**src/rtl/imem_loader.sv**
```systemverilog
// Boot loader: framed byte stream (LEN_LO, LEN_HI, 4*N little-endian payload bytes) -> imem word writes.
// Optional trailing XOR checksum byte when LOADER_CHECKSUM_EN is defined.
module imem_loader #(
   parameter int DEPTH      = 256,
   parameter int ADDR_WIDTH = 8
) (
   input  logic                  clk,
   input  logic                  rst_n,
   input  logic                  start,
   input  logic                  byte_valid,
   input  logic [7:0]            byte_data,
   output logic                  byte_ready,
   output logic                  we,
   output logic [ADDR_WIDTH-1:0] waddr,
   output logic [31:0]           wdata,
   output logic                  busy,
   output logic                  cpu_hold,
   output logic                  done,
   output logic                  error
);

   localparam logic [2:0] S_IDLE   = 3'd0;
   localparam logic [2:0] S_LEN_LO = 3'd1;
   localparam logic [2:0] S_LEN_HI = 3'd2;
   localparam logic [2:0] S_DATA   = 3'd3;
   // S_FIN is the cycle carrying the final write; done rises after it
   localparam logic [2:0] S_FIN    = 3'd4;
`ifdef LOADER_CHECKSUM_EN
   localparam logic [2:0] S_CHK    = 3'd5;
`endif
   localparam logic [16:0] DEPTH_L = 17'(DEPTH);

   logic [2:0]            state_q, state_d;
   logic [7:0]            len_lo_q, len_lo_d;
   logic [ADDR_WIDTH:0]   n_q, n_d;
   logic [ADDR_WIDTH:0]   word_idx_q, word_idx_d;
   logic [1:0]            byte_idx_q, byte_idx_d;
   logic [23:0]           asm_q, asm_d;
   logic                  we_q, we_d;
   logic [ADDR_WIDTH-1:0] waddr_q, waddr_d;
   logic [31:0]           wdata_q, wdata_d;
   logic                  busy_q, busy_d;
   logic                  done_q, done_d;
   logic                  error_q, error_d;
`ifdef LOADER_CHECKSUM_EN
   logic [7:0]            csum_q, csum_d;
`endif
   logic                  accept;
   logic [15:0]           len;

   assign byte_ready = (state_q == S_LEN_LO) || (state_q == S_LEN_HI) || (state_q == S_DATA)
`ifdef LOADER_CHECKSUM_EN
                       || (state_q == S_CHK)
`endif
                       ;
   assign accept   = byte_valid & byte_ready;
   assign len      = {byte_data, len_lo_q};
   assign we       = we_q;
   assign waddr    = waddr_q;
   assign wdata    = wdata_q;
   assign busy     = busy_q;
   assign cpu_hold = busy_q;
   assign done     = done_q;
   assign error    = error_q;

   always_comb begin
      state_d    = state_q;
      len_lo_d   = len_lo_q;
      n_d        = n_q;
      word_idx_d = word_idx_q;
      byte_idx_d = byte_idx_q;
      asm_d      = asm_q;
      we_d       = 1'b0;
      waddr_d    = waddr_q;
      wdata_d    = wdata_q;
      busy_d     = busy_q;
      done_d     = done_q;
      error_d    = error_q;
`ifdef LOADER_CHECKSUM_EN
      csum_d     = csum_q;
`endif
      case (state_q)
         S_IDLE: begin
            if (start) begin
               done_d     = 1'b0;
               error_d    = 1'b0;
               busy_d     = 1'b1;
               word_idx_d = '0;
               byte_idx_d = '0;
`ifdef LOADER_CHECKSUM_EN
               csum_d     = 8'h00;
`endif
               state_d    = S_LEN_LO;
            end
         end
         S_LEN_LO: begin
            if (accept) begin
               len_lo_d = byte_data;
               state_d  = S_LEN_HI;
            end
         end
         S_LEN_HI: begin
            if (accept) begin
               if (len == 16'd0) begin
`ifdef LOADER_CHECKSUM_EN
                  state_d = S_CHK;
`else
                  done_d  = 1'b1;
                  busy_d  = 1'b0;
                  state_d = S_IDLE;
`endif
               end else if ({1'b0, len} > DEPTH_L) begin
                  error_d = 1'b1;
                  busy_d  = 1'b0;
                  state_d = S_IDLE;
               end else begin
                  n_d     = len[ADDR_WIDTH:0];
                  state_d = S_DATA;
               end
            end
         end
         S_DATA: begin
            if (accept) begin
`ifdef LOADER_CHECKSUM_EN
               csum_d = csum_q ^ byte_data;
`endif
               byte_idx_d = byte_idx_q + 2'd1;
               case (byte_idx_q)
                  2'd0: asm_d[7:0]   = byte_data;
                  2'd1: asm_d[15:8]  = byte_data;
                  2'd2: asm_d[23:16] = byte_data;
                  default: begin
                     we_d       = 1'b1;
                     waddr_d    = word_idx_q[ADDR_WIDTH-1:0];
                     wdata_d    = {byte_data, asm_q};
                     word_idx_d = word_idx_q + 1'b1;
                     if (word_idx_q + 1'b1 == n_q) begin
                        state_d = S_FIN;
                     end
                  end
               endcase
            end
         end
         S_FIN: begin
`ifdef LOADER_CHECKSUM_EN
            state_d = S_CHK;
`else
            done_d  = 1'b1;
            busy_d  = 1'b0;
            state_d = S_IDLE;
`endif
         end
`ifdef LOADER_CHECKSUM_EN
         S_CHK: begin
            if (accept) begin
               if (byte_data == csum_q) begin
                  done_d = 1'b1;
               end else begin
                  error_d = 1'b1;
               end
               busy_d  = 1'b0;
               state_d = S_IDLE;
            end
         end
`endif
         default: state_d = S_IDLE;
      endcase
   end

   always_ff @(posedge clk or negedge rst_n) begin
      if (!rst_n) begin
         state_q    <= S_IDLE;
         len_lo_q   <= '0;
         n_q        <= '0;
         word_idx_q <= '0;
         byte_idx_q <= '0;
         asm_q      <= '0;
         we_q       <= 1'b0;
         waddr_q    <= '0;
         wdata_q    <= '0;
         busy_q     <= 1'b0;
         done_q     <= 1'b0;
         error_q    <= 1'b0;
`ifdef LOADER_CHECKSUM_EN
         csum_q     <= '0;
`endif
      end else begin
         state_q    <= state_d;
         len_lo_q   <= len_lo_d;
         n_q        <= n_d;
         word_idx_q <= word_idx_d;
         byte_idx_q <= byte_idx_d;
         asm_q      <= asm_d;
         we_q       <= we_d;
         waddr_q    <= waddr_d;
         wdata_q    <= wdata_d;
         busy_q     <= busy_d;
         done_q     <= done_d;
         error_q    <= error_d;
`ifdef LOADER_CHECKSUM_EN
         csum_q     <= csum_d;
`endif
      end
   end

endmodule

```
**config.mk**
```make
export PLATFORM = sky130hd
export DESIGN_NAME = imem_loader
export DESIGN_NICKNAME = d
export VERILOG_FILES = /design/src/rtl/imem_loader.sv
export SDC_FILE = /design/constraint.sdc
export NUM_CORES = 1
export LEC_CHECK = 0
export CAP_MARGIN = 20
export CORE_MARGIN = 3
export CORE_UTILIZATION = 51
export CTS_BUF_LIST = sky130_fd_sc_hd__clkbuf_4 sky130_fd_sc_hd__clkbuf_8
export DETAILED_ROUTE_END_ITERATION = 8
export GPL_ROUTABILITY_DRIVEN = 0
export PLACE_DENSITY = 0.78
export SLEW_MARGIN = 20
export SYNTH_ARGS = -nofsm -noshare
export SYNTH_HDL_FRONTEND = slang
export SYNTH_SLANG_ARGS = --single-unit
export TNS_END_PERCENT = 30
```
**constraint.sdc**
```tcl
create_clock -name clk -period 1.8 [get_ports clk]
set_input_delay 0.36 -clock clk [delete_from_list [all_inputs] [get_ports clk]]
set_output_delay 0.36 -clock clk [all_outputs]
set_load 0.1 [all_outputs]
```
# --- After elaboration in Yosys (flattened, before gate mapping) ---
# Cells that the tools add are included.
totals:
  register_bits: 99
  latchBits: 0
  mem_bits_rw: 0
  rom_bits: 0
  in_bits: 12
  word_cells: 91
  mem_count: 0
classes:
  addsub: 2
  multipliers: 0
  n_div: 0
  order_cmp: 1
  n_eq_ne: 17
  n_shift: 0
  muxes: 32
  bitwise_logic: 4
  n_reduce_logical: 21
ops:
  columns: ["operator", "count"]
  rows:
  - ["9-bit 2-to-1 mux", 3]
  - ["3-bit 2-to-1 mux", 6]
  - ["9-bit case mux with 2 select lines", 1]
  - ["16-bit by 9-bit greater-than comparator with 1-bit output (second input constant)", 1]
  - ["16-bit zero test", 1]
  - ["4-bit AND reduction", 4]
  - ["3-bit AND reduction", 5]
  - ["1-bit 2-to-1 mux", 13]
  - ["2-bit inequality test (second input constant)", 6]
  - ["3-bit case mux with 4 select lines", 1]
  - ["9-bit by 1-bit adder with 9-bit output (second input constant)", 1]
  - ["9-bit equality test", 1]
  - ["2-bit 2-to-1 mux", 4]
  - ["3-bit by 2-bit equality test with 1-bit output (second input constant)", 2]
  - ["2-bit by 1-bit inequality test with 1-bit output (second input constant)", 3]
  - ["1-bit case mux with 3 select lines", 2]
  - ["6-bit AND reduction", 1]
  - ["5-bit AND reduction", 1]
  - ["2-bit case mux with 2 select lines", 1]
  - ["2-bit nonzero test", 2]
  - ["3-bit by 1-bit equality test with 1-bit output (second input constant)", 1]
  - ["3-bit equality test (second input constant)", 1]
  - ["3-bit zero test", 1]
  - ["3-bit by 1-bit inequality test with 1-bit output (second input constant)", 1]
  - ["other kinds (11)", 14]

# --- Depth between registers and ports, before layout ---
# Gate-level depths: netlist of the first run.
depth:
  depth_word: 6
  ltp_mapped: 8
  depth_no_buf: 6

# --- Worst setup path after synthesis of the first run ---
# Ideal clock, no wire load.
synth_timing:
  path_type: "register to register"
  start: "register state_q[1]"
  end: "register n_q[0]"
  arrival_ps: 2693
  slack_ps: -1018
  stages_incl_launch_ff: 7
  n_path_buf: 2
  period_less_slack_ps: 2818
  cell_sequence: "dfrtp_1 > buf_2 > nor2_1 > nor2_1 > and3_4 > buf_12 > mux2_4"
synth_via:
  elab_chain_cells: 5
  word_cells_on_any_way: 7
synth_rtl:
  columns: ["item", "line_no", "text"]
  rows:
  - ["start: declaration", "33", "logic [2:0] state_q, state_d;"]
  - ["start signal: assignment", "188", "state_q <= state_d;"]
  - ["3-bit by 1-bit equality test with 1-bit output or 3-bit by 2-bit equality test with 1-bit output (tied branches)", "51", "assign byte_ready = (state_q == S_LEN_LO) || (state_q == S_LEN_HI) || (state_q == S_DATA)"]
  - ["1-bit logical OR", "51", null]
  - ["1-bit logical OR (*)", "51", null]
  - ["via byte_ready", "12", "output logic byte_ready,"]
  - ["1-bit AND (*)", "56", "assign accept = byte_valid & byte_ready;"]
  - ["4-bit AND reduction (no source line) (*)", null, null]
  - ["end signal: assignment", "190", "n_q <= n_d;"]
  - ["end: declaration", "35", "logic [ADDR_WIDTH:0] n_q, n_d;"]
# The timed path passes the listed nets; every way through them passes the cells marked *.
# A chain may end at the register's enable or synchronous reset.

# --- Worst setup path in the final report of the first run ---
layout_timing:
  start: "register word_idx_q[3]"
  end: "register state_q[2]"
layout_via:
  elab_chain_cells: 4
layout_rtl:
  columns: ["item", "line_no", "text"]
  rows:
  - ["start: declaration", "36", "logic [ADDR_WIDTH:0] word_idx_q, word_idx_d;"]
  - ["start signal: assignment", "191", "word_idx_q <= word_idx_d;"]
  - ["9-bit by 1-bit adder with 9-bit output", "137", "if (word_idx_q + 1'b1 == n_q) begin"]
  - ["9-bit equality test", "137", null]
  - ["2-bit by 1-bit inequality test with 1-bit output (no source line)", null, null]
  - ["6-bit AND reduction (no source line)", null, null]
# Every way passes these cells.

==> results of run 1 <==
flip-flops by register name, indices dropped and copies added, names as in the netlist, 2 cells and up:
name and flops:
len_lo_q 8, state_q 3, waddr 8, byte_idx_q 2
word_idx_q 9, asm_q 24, n_q 9, wdata 32
metrics by stage:
| step | worst slack (ps) | utilization, % | setup TNS, ps |
|---|---|---|---|
| 2_1_floorplan | -78.0 | - | -794 |
| 5_1_grt | -213 | 78.7 | -2300 |
| 3_3_place_gp | -617 | 73.4 | -17820 |
| 3_5_place_dp | -698 | 73.4 | -20760 |
| 6_report | -181 | 78.7 | -1680 |
| 4_1_cts | -69.1 | 77.3 | -519 |
path summary, 6_finish.rpt:
check | start | to | slack (ps)
setup / recovery | word_idx_q[3]$_DFFE_PN0P_ | state_q[2]$_DFFE_PN0P_ | -180
hold / removal | rst_n | asm_q[23]$_DFFE_PN0P_ | 450
setup reg to reg | word_idx_q[3]$_DFFE_PN0P_ | state_q[2]$_DFFE_PN0P_ | -180
hold reg to reg | asm_q[3]$_DFFE_PN0P_ | wdata[3]$_DFFE_PN0P_ | 480
max in group asynchronous | rst_n | n_q[6]$_DFFE_PN0P_ | 830
min in group clk | asm_q[3]$_DFFE_PN0P_ | wdata[3]$_DFFE_PN0P_ | 480
report_power, final:
part | leakage [nW] | internal, mW | switching [mW] | total, mW
registers | 1.29 | 2.96 | 0.704 | 3.66
logic | 1.64 | 2.31 | 3.70 | 6.01
clock network | 0.0999 | 0.542 | 0.862 | 1.40
total | 3.03 | 5.81 | 5.27 | 11.1
cell usage after synthesis (2+ instances only):
library cell,number
dfrtp_1,99
nand2_1,92
mux2_1,44
o21ai_1,12
mux2_4,9
buf_2,8
xor2_1,7
nor2_1,6
o21ai_0,6
ha_1,5
nand3_1,5
xnor2_1,5
a21oi_1,4
clkbuf_1,4
nor4_1,4
a22o_1,3
inv_1,3
nand4_1,3
nor3_1,3
a21o_1,2
buf_1,2
inv_2,2
mux2_2,2
nand3b_1,2
nor3b_1,2
o211ai_1,2
o31ai_1,2
timing repair:
action                                 4_1_cts  5_1_grt
endpoints found under the hold margin       26        0
hold buffers                                 1        0
gates cloned                                 1        0
pin swaps                                    6        9
setup endpoints to repair                   20       71
gates resized for setup                     14       20
setup buffers                                5        3
metal layers:
metal,vias to the layer above,routed length (µm),GRT usage (%)
met5,-,0,0
met4,0,405,11.0
met3,38,721,4.71
met2,180,6090,40.5
met1,1662,4690,30.6
li1,1472,-,-
cell type report:
| cell class | count | share of cell area, % |
|---|---|---|
| Sequential cell | 99 | 39.5 |
| Multi-Input combinational cell | 241 | 30.1 |
| Timing Repair Buffer | 120 | 25.0 |
| Tap cell | 102 | 2.04 |
| Clock buffer | 9 | 1.98 |
| Clock inverter | 7 | 1.04 |
| Inverter | 5 | 0.339 |
cells by family (layout without fill, tap and decap cells):
logic type	after synthesis	in the layout	synth area share, %
xor gates and xnor gates	13	13	2.97
DFF	99	99	57.6
muxes	56	56	15.4
buffers and inverters	22	141	2.79
and+or+nand+nor	127	128	13.9
AOI/OAI and AO/OA	39	39	5.87
adders and majority gates	5	5	1.45
==> impl_results.md, run 1 <==
- Fin area: 6270 µm²
- Relative slew slack: 69.0%
- Overall Global Routing Usage: 24.2%
- CP required: roughly 2100 ps
- Iteration-0 DRC Markers: 321
- # diodes: 0
- Vias: 3352
- Critical path class: flip-flop to flip-flop
- DRC Markers: 0
- Warnings, synthesis: 0
- Asr flop ratio synth: 100%
- Antenna Nets Post-Route: 0
- Top FF cell, synth: dfrtp_1
- Hpwl dp: about 7600 µm
- Period utilisation layout: 110%
- Row count: 32
- Pin count of the biggest net entering global routing: 38
- Pwr Density: between 1500 and 2000 nW/µm²
- Maxcap violations: 0
- Slowest CP cell: dfrtp_2
- Yosys top cell by area: dfrtp_1
- Failing checks: negative setup slack
- Placed Instances: 558
- Fin nets: 493
- CTS max path bufs: 2
- Unique masters post-synth: 50
- Slowest stage delay, CP: roughly 460 ps
- Avg Vias per Cell: 5.75
- Leading cell type in the layout, fill and taps excluded: dfrtp_1
- Area Growth Syn to Fin: 45.7%
- Hold_ws: 452 ps
- Final setup viols: 13
- Reg2reg path depth: 6
- Die Area: between 9000 and 10000 µm²
- Initial antenna violation count: 0
- Crit path cell chain: buf_4 -> xor2_1 -> nor4_1 -> a41oi_1 -> nor4_2 -> o2bb2a_1
- Root buf cell: clkbuf_8
- Area share of the largest cell type after synthesis: 57.6%
- Syn nets: 378
- Power consumption: 11.1 mW
- Startpoint types: flip-flop
- CP Depth: 6
- Die width: approximately 100 µm
- Netlist area before placement: about 4300 µm²
- Fin. Hold Viols: 0
- RSZ-0062 raised after global routing: yes
- Post-synthesis sequential area ratio: about 58%
- Clk_skew: 18.8 ps
- Layout cells sized above 1: 35.1%
- Fin crit period: slightly below 2000 ps
- Critical path fanouts, max: 6
- CTS Buf Count: 9
- Mapped Cells: 361
- Syn Area/Cell: 11.9 µm²
- CP Capture Type: flip-flop
- DP Area: slightly below 6000 µm²
- Worst-Skew Late Latency: 380 ps
- Fmax: 0.505 GHz
- Leak: between 3 and 4 nW
- Wire per inst: between 20 and 25 µm
- Chip height: 97.9 µm
- Register area: ~2500 µm²
- Starting Density: between 50% and 60%
- Vias in the first global route: 3594
- WP buf/inv: 1
- Most frequent cells in the layout: dfrtp_1, nand2_1, buf_4, buf_12, mux2_1
- Grt ovf: 0
- Tightest Hold Check Type: input port to async pin
- Combined area of the multi-input logic cells: between 1500 and 2000 µm²
- Max Slew Vio Count: 0
- Worst endpoint data arrival time: 2290 ps
- Final Non-Filler Cells: just under 600
- Synth Register Bits: 99
- Fillers: 418
- Final wirelength: 11900 µm
- First-pass GRT wire length: about 18000 µm
- Outcome: finished with violations
- IO Count: 58
- Peak supply drop: 1.49 mV
- 1st-pass router iterations: 7
- IO Port Bufs: 57
- CTS clk-pin slew, worst paths: 110 ps
- Synth area leaders: dfrtp_1, mux2_1, nand2_1
- Clock sink count: 99
- TritonCTS clock tree: built
- CP delay by family, top: simple AND/OR/NAND/NOR gates
- Core area: 7970 µm²
- Post-synth EDFFs: 0
- H-tree levels: 3
- Least-Margin Pin Slew: 458 ps
- Worst setup margin: -181 ps
Power figures use the tool's default switching activity.
==> inputs of run 2 (changes only) <==
--- a/config.mk
+++ b/config.mk
@@ -7,11 +7,11 @@
 export LEC_CHECK = 0
 export CAP_MARGIN = 20
 export CORE_MARGIN = 3
-export CORE_UTILIZATION = 51
+export CORE_UTILIZATION = 55
 export CTS_BUF_LIST = sky130_fd_sc_hd__clkbuf_4 sky130_fd_sc_hd__clkbuf_8
 export DETAILED_ROUTE_END_ITERATION = 8
 export GPL_ROUTABILITY_DRIVEN = 0
-export PLACE_DENSITY = 0.78
+export PLACE_DENSITY = 0.8
 export SLEW_MARGIN = 20
 export SYNTH_ARGS = -nofsm -noshare
 export SYNTH_HDL_FRONTEND = slang
==> constraint.sdc (replaced) <==
create_clock -name clk -period 2.5 [get_ports clk]
set_input_delay 0.5 -clock clk [delete_from_list [all_inputs] [get_ports clk]]
set_output_delay 0.5 -clock clk [all_outputs]
set_load 0.1 [all_outputs]
==> run 2 against run 1 <==
- the flow now finishes without violations
- routed wire length fell by 25%
- critical path depth did not move
- first-iteration DRC count fell by 26%
- sequential share of layout area rose by 8.8 points
- via count fell by 11%
- clock power fell by 29%
- critical path type unchanged
- highest routed layer unchanged
==> impl_results.md, run 2 (synthesis gave the netlist of run 1 again) <==
- Switching Fraction: 49.9% (+2.4 points)
- H-tree levels: 3 (unchanged)
- Hold buffer count at cts: 0 (-1)
- Outcome: completed
- Power consumption: 6.71 mW (-39%)
- Fin nets: 448 (-9.1%)
- Vias in the first global route: 3017 (-16%)
- Comb power frac: 48.7% (-5.6 points)
- Avg Vias per Cell: 5.55 (-3.4%)
- Fin area: 5130 µm² (-18%)
- Fin crit period: 2210 ps (+229 ps)
- Worst-Skew Late Latency: 360 ps (-20 ps)
- Final setup viols: 0 (-13)
- Pin count of the biggest net entering global routing: 55 (+45%)
- Internal Power: 3.36 mW (-42%)
- Antenna Nets Post-Route: 0 (unchanged)
- Initial antenna violation count: 0 (unchanged)
- Least-Margin Pin Slew: 600 ps (+141 ps)
- DP Area: 4940 µm² (-16%)
- Layout cells sized above 1: 23.6% (-12 points)
- Slowest stage delay, CP: 480 ps (+20 ps)
- DRC Markers: 0 (unchanged)
- Chip height: 94.5 µm (-3.5%)
- Die width: 94.5 µm (-3.5%)
- Row count: 31 (-3.1%)
- CTS clk-pin slew, worst paths: 110 ps (about the same)
- Max reg flops: 32 (unchanged)
- Fin. Hold Viols: 0 (unchanged)
- Iteration-0 DRC Markers: 236 (-26%)
- Die Area: 8920 µm² (-6.8%)
- Crit path cell chain: ha_1 -> xnor3_1 -> o2111a_1 -> o211ai_1 -> nor4_1 -> o2bb2a_1
- Grt ovf: 0 (unchanged)
- Core area: 7410 µm² (-7.0%)
- Register share of total power: 36.5% (+3.5 points)
- WP buf/inv: 0 (-1)
- CTS max path bufs: 2 (unchanged)
- TritonCTS clock tree: built
- NetSw: 3.35 mW (-36%)
- RSZ-0062 raised after global routing: no
- First-pass GRT wire length: 15200 µm (-17%)
- IO Port Bufs: 57 (unchanged)
- Area Growth Syn to Fin: 19.2%
- Critical path fanouts, max: 6 (unchanged)
- Leak: 2.56 nW (-15%)
- CTS Buf Count: 9 (unchanged)
- Relative slew slack: 60.0% (-9.0 points)
- Peak supply drop: 0.874 mV (-41%)
- # diodes: 0 (unchanged)
- Root buf cell: clkbuf_8
- Max Slew Vio Count: 0 (unchanged)
- CP delay by family, top: compound AO/OA/AOI/OAI gates
- Post_cts resized: 0 (-14)
- Period utilisation layout: 88.4% (-22 points)
- Starting Density: 58.1% (+4.1 points)
- Wire per inst: 16.7 µm (-18%)
- 1st-pass router iterations: 4 (-3)
- Most frequent cells in the layout: dfrtp_1, nand2_1, buf_4, mux2_1, o21ai_1
- WL met2: 4240 µm (-30%)
- Worst endpoint data arrival time: 2510 ps (+220 ps)
- Startpoint types: flip-flop
- WL met1: 4100 µm (-13%)
- Final wirelength: 8930 µm (-25%)
- Clock sink count: 99 (unchanged)
- Fillers: 556 (+33%)
- Setup Buffers After CTS: 0 (-5)
- Slowest CP cell: dfrtp_1
- Top layer in use: met4
- Leading cell type in the layout, fill and taps excluded: dfrtp_1
- Vias: 2970 (-11%)
- DR WL met3: 480 µm (-33%)
- Critical path class: flip-flop to flip-flop
- Overall Global Routing Usage: 22.1% (-2.1 points)
- Tightest Hold Check Type: input port to async pin
- Maxcap violations: 0 (unchanged)
- Fmax: 0.452 GHz (-10%)
- Clk_skew: 12.1 ps (-6.68 ps)
- Pwr Density: 1310 nW/µm² (-26%)
- CP required: 2800 ps (+690 ps)
- Clock Power Share: 14.8% (+2.1 points)
- CP Capture Type: flip-flop
- IO Count: 58 (unchanged)
- Hpwl dp: 6360 µm (-16%)
==> run 2: path summary, 6_finish.rpt <==
path / start / endpoint / slack (ps) / depth (start not counted)
hold / removal: rst_n / asm_q[11]$_DFFE_PN0P_ / 130 / 1
max in group asynchronous: rst_n / wdata[15]$_DFFE_PN0P_ / 1680 / 2
setup / recovery: word_idx_q[0]$_DFFE_PN0P_ / state_q[2]$_DFFE_PN0P_ / 290 / 6
min in group clk: asm_q[11]$_DFFE_PN0P_ / wdata[11]$_DFFE_PN0P_ / 480 / 2
setup reg to reg: word_idx_q[0]$_DFFE_PN0P_ / state_q[2]$_DFFE_PN0P_ / 290 / 6
hold reg to reg: asm_q[11]$_DFFE_PN0P_ / wdata[11]$_DFFE_PN0P_ / 480 / 2
==> run 2: metal layers <==
metal	vias to the layer above	track usage (%)
met1	1506	33.2
met4	0	6.49
met2	80	33.2
li1	1374	-
met3	10	3.75
met5	-	0
==> run 2: cell type report <==
class                   instances  area [µm²]  share of cell area [%]
inverters                       5        18.8                   0.366
multi-input cells             240        1710                    33.3
clock buffers                  10         138                    2.68
clock inverters                 6        53.8                    1.05
well taps                      99         124                    2.41
repair buffers                 76         608                    11.9
flip-flops and latches         99        2480                    48.3
==> run 2: metrics by stage <==
stage	worst slack [ps]	instances	hold WS, ps	utilization [%]	TNS (ps)
finish	290	535	128	69.2	0
global route	111	535	167	69.2	0
CTS	304	535	138	69.2	0
detailed placement	-45.6	519	459	66.7	-344
global placement	26.1	519	445	66.7	0
floorplan	220	361	204	-	0
==> run 2: power groups by stage <==
stage                     Clock [mW]  Sequential (mW)  Combinational [mW]
after detailed placement           0             2.48                3.28
after global placement             0             2.45                3.21
after global routing            1.07             2.53                3.44
after floorplan                    0             4.00               0.984
after CTS                       1.01             2.45                3.29
final                          0.992             2.45                3.27
